--- src/rtl/norm8_pipe.sv ---
// rtl/norm8_pipe.sv - two-stage 8-bit normalizer (leading-zero shift + exponent) with result counter
// lzd8b is the combinational leading-zero front end; norm8_pipe stalls the whole pipe on backpressure.

module lzd8b (
  input  logic [7:0] i8,
  output logic [3:0] z8
);
  always_comb begin
    z8 = 4'd8;
    // Scanning upward lets the highest set bit win.
    for (int i = 0; i < 8; i++) begin
      if (i8[i]) z8 = 4'(7 - i);
    end
  end
endmodule

module norm8_pipe #(
  parameter int EXP_BASE = 7
) (
  input  logic       clk,
  input  logic       rst,
  input  logic       in_valid,
  output logic       in_ready,
  input  logic [7:0] in_data,
  output logic       out_valid,
  input  logic       out_ready,
  output logic [7:0] out_mant,
  output logic [3:0] out_exp,
  output logic       out_zero,
  output logic [7:0] out_cnt
);
  logic       adv;
  logic [3:0] z8;

  logic       s1_valid;
  logic [7:0] s1_data;
  logic [3:0] s1_z;

  logic       s2_valid;
  logic [7:0] s2_mant;
  logic [3:0] s2_exp;
  logic       s2_zero;

  logic [7:0] mant_next;
  logic [3:0] exp_next;
  logic       zero_next;
  logic [7:0] cnt;

  lzd8b u_lzd (
    .i8 (in_data),
    .z8 (z8)
  );

  assign adv      = !s2_valid || out_ready;
  assign in_ready = adv;

  always_ff @(posedge clk or posedge rst) begin
    if (rst) begin
      s1_valid <= 1'b0;
      s1_data  <= 8'h00;
      s1_z     <= 4'h0;
    end else if (adv) begin
      s1_valid <= in_valid;
      if (in_valid) begin
        s1_data <= in_data;
        s1_z    <= z8;
      end
    end
  end

  always_comb begin
    mant_next = 8'h00;
    exp_next  = 4'h0;
    zero_next = 1'b1;
    if (!s1_z[3]) begin
      mant_next = s1_data << s1_z;
      exp_next  = 4'(EXP_BASE) - s1_z;
      zero_next = 1'b0;
    end
  end

  always_ff @(posedge clk or posedge rst) begin
    if (rst) begin
      s2_valid <= 1'b0;
      s2_mant  <= 8'h00;
      s2_exp   <= 4'h0;
      s2_zero  <= 1'b0;
    end else if (adv) begin
      s2_valid <= s1_valid;
      if (s1_valid) begin
        s2_mant <= mant_next;
        s2_exp  <= exp_next;
        s2_zero <= zero_next;
      end
    end
  end

  always_ff @(posedge clk or posedge rst) begin
    if (rst) begin
      cnt <= 8'h00;
    end else if (s2_valid && out_ready) begin
      cnt <= cnt + 8'd1;
    end
  end

  // Stage data is stale when invalid, so mask it to keep idle outputs at zero.
  assign out_valid = s2_valid;
  assign out_mant  = {8{s2_valid}} & s2_mant;
  assign out_exp   = {4{s2_valid}} & s2_exp;
  assign out_zero  = s2_valid & s2_zero;
  assign out_cnt   = cnt;
endmodule

--- config.mk ---
export PLATFORM = sky130hd
export DESIGN_NAME = norm8_pipe
export DESIGN_NICKNAME = d
export VERILOG_FILES = /design/src/rtl/norm8_pipe.sv
export SDC_FILE = /design/constraint.sdc
export NUM_CORES = 1
export LEC_CHECK = 0
export ABC_AREA = 1
export CAP_MARGIN = 10
export CORE_MARGIN = 1.5
export CORE_UTILIZATION = 30
export DETAILED_ROUTE_END_ITERATION = 16
export GPL_ROUTABILITY_DRIVEN = 0
export SYNTH_ARGS = -nofsm -noshare
export SYNTH_HDL_FRONTEND = slang
export SYNTH_SLANG_ARGS = --single-unit
--- constraint.sdc ---
create_clock -name clk -period 2.6 [get_ports clk]
set_input_delay 0.26 -clock clk [delete_from_list [all_inputs] [get_ports clk]]
set_output_delay 0.26 -clock clk [all_outputs]
set_load 0.02 [all_outputs]
==> qor.yml <==
dr.pass1.iters: 4
yosysWarnings: 0
critical_path.cell_chain: "nand2_1 > inv_1 > clkdlybuf4s50_1"
swShare_pct: 36.2
p_sw_mw: 0.658
finalInstanceArea_um2: 2200
seq_area_frac_synth_pct: 49.2
grt-ovfl-total: 0
drt_iter0_drc: 58
finClkSkew_ps: 2.75
synthSimpleGateAreaFrac_pct: 27.8
ys_types: 25
seq_power_share_pct: 44.1
p_int_mw: 1.16
critPathCaptureType: "output pin"
synth_top_family_by_area: "simple AND/OR/NAND/NOR gates"
worstMarginPinSlew_ps: 527
setup-violations-final: 0
cts_hold_buffers: 0
startpoint_type: "flop"
die_height_um: 78.9
postCtsSetupBuffers: 0
clock_sinks: 34
synth_edf_count: 0
worstPathMaxFanout: 15
dp.cells: 330
synth_adder_area_share_pct: 0.723
synthTopCellsByArea: "dfrtp_1 (49%), nand2_1 (18%), inv_1 (8.9%)"
numPortBuffers: 33
cpMaxStageDelayCell: "dfrtp_1"
rsz0062_at_grt: "no"
crit_required_ps: 2340
dr_total_vias: 1477
leakagePower_nw: 1.17
numCtsBuffers: 5
max_freq_mhz: 502
drv_cap: 0
fp.dieArea_um2: 6230
final_cells: 337
die_w_um: 78.9
synthArstFlopShare_pct: 100
synthFlopType: "dfrtp_1"
status: "finished, final reports clean"
clk_latency_ps: 280
start_util_pct: 31.2
clkPwrFrac_pct: 19.4
io_pins: 35
cts_tree: "yes"
synthXorXnorAreaFrac_pct: 2.53
dp_hpwl_um: 2590
hold_viol_final: 0
grt_usage_pct: 12.7
postPlaceCellArea_um2: 2130
min_period_ps: 1990
cts_resized: 0
cp.arrival_ps: 1730
drv_slew: 0
grt_max_degree: 35
setup_tns_ps: 0
antenna_found_initial: 0
diodes: 0
grt_first_pass_wirelength_um: 6190
root_buffer: "clkbuf_8"
syn-cell-area_um2: 1730
htree_levels: 2
vias_per_cell: 4.38
ant_nets: 0
routedWlPerCell_um: 10.2
comb_power_share_pct: 36.5
netlist.area_leader.share_pct: 49.2
cts.path.max_buffers: 2
muxShareOfSynthArea_pct: 0
clkSlewWorstSetupHoldPaths_ps: 60
synthCells: 230
row_count: 27
synth_top_area_cell: "dfrtp_1"
wl_um: 3440
synth_seq_cells: 34
syn_nets: 243
layout.nets: 278
core-area_um2: 5540
grt_pass1_vias: 1405
path_class: "reg2out"
avgSynthCellArea_um2: 7.52
route.detailed.drc: 0
min_path_type: "in2async"
syn_to_final_growth_pct: 27.3
cp_slowest_stage_delay_ps: 660
drive_above_1_share_pct: 5.66
cellPowerDensity_nw_per_um2: 825
ir_worst_vdd_mv: 0.304
synth-compound-area-share_pct: 8.17
max_slew_margin_pct: 64.8
period_share_pct: 76.6
==> cells by family (layout without fill, tap and decap cells) <==
family | Yosys count | after routing
XOR/XNOR | 5 | 5
buffers and inverters | 50 | 85
other | 1 | 1
AO/OA/AOI/OAI | 25 | 25
AND/OR/NAND/NOR | 114 | 114
adder cells (fa/ha/maj) | 1 | 1
flip-flops | 34 | 34
==> placed cells by master, fill, tap and decap left out, drive strengths merged <==
master,count
a22o,1
buf,1
clkbuf,7
clkdlybuf4s50,33
clkinv,1
conb,1
dfrtp,34
ha,1
inv,43
nand2,86
nand3,14
nand4,4
nor2,9
nor3,1
o211ai,4
o21a,1
o21ai,19
xnor2,2
xor2,3
==> registers in the layout, summed over array words and instances (netlist names) <==
register,count
out_valid,1
s2_exp,3
s1_valid,1
s2_mant,8
out_cnt,8
s2_zero,1
s1_z,4
s1_data,8
==> power groups by stage <==
stage | clock network [mW] | logic, mW | registers (mW)
floorplan | 0 | 0.364 | 0.832
global placement | 0 | 0.666 | 0.809
detailed placement | 0 | 0.672 | 0.814
CTS | 0.369 | 0.675 | 0.804
global route | 0.399 | 0.742 | 0.834
finish | 0.353 | 0.664 | 0.802
==> routing by layer <==
metal / part of all wire [%] / wire (µm) / track usage, % / up-vias
met3: 5.0 / 172 / 4.14 / 3
met5: 0 / 0 / 0 / -
met1: 49 / 1680 / 16.6 / 671
met4: 0.61 / 21 / 3.68 / 0
li1: - / - / - / 766
met2: 45 / 1560 / 20.3 / 37
==> final timing paths <==
| check | startpoint | endpoint | slack, ps | depth (start not counted) |
|---|---|---|---|---|
| worst max-delay path | out_valid | out_mant[5] | 610 | 3 |
| worst min-delay path | rst | out_cnt[4] | 370 | 3 |
| worst max register to register | out_valid | s1_z[2] | 810 | 5 |
| worst min register to register | s2_exp[2] | s2_exp[2] | 480 | 2 |
| max in group asynchronous | rst | out_cnt[0] | 1920 | 3 |
| min in group clk | s2_exp[2] | s2_exp[2] | 480 | 2 |
==> Yosys cell counts, types with 2 or more instances <==
library cell / n
inv_2: 2
buf_2: 4
o21ai_1: 2
xnor2_1: 2
dfrtp_1: 34
nor2_2: 3
inv_1: 41
xor2_1: 3
nor2_1: 5
nand3_1: 13
o211ai_1: 4
o21ai_0: 17
nand2_2: 2
nand4_1: 4
nand2_1: 84
==> worst max-delay path, delay by kind of cell, from the launching register on <==
kind / cells / cell delay [ps]
and+or+nand+nor: 1 / 120
DFF: 1 / 660
buffers and inverters: 2 / 660
==> layout make-up <==
cell class / count / area (µm²)
Clock buffer: 7 / 76.3
Fill cell: 587 / 3340
Inverter: 44 / 165
Multi-Input combinational cell: 146 / 683
Sequential cell: 34 / 851
Tap cell: 72 / 90.1
Timing Repair Buffer: 34 / 338
==> metrics by stage <==
stage | power [mW] | hold WS [ps] | setup WS (ps) | util (%)
final | 1.82 | 369 | 607 | 39.8
after global routing | 1.97 | 414 | 453 | 39.8
after CTS | 1.85 | 387 | 569 | 39.8
after detailed placement | 1.49 | 474 | 728 | 38.4
after global placement | 1.47 | 466 | 766 | 38.4
after floorplan | 1.20 | 402 | 1320 | -
Power figures use the tool's default switching activity.
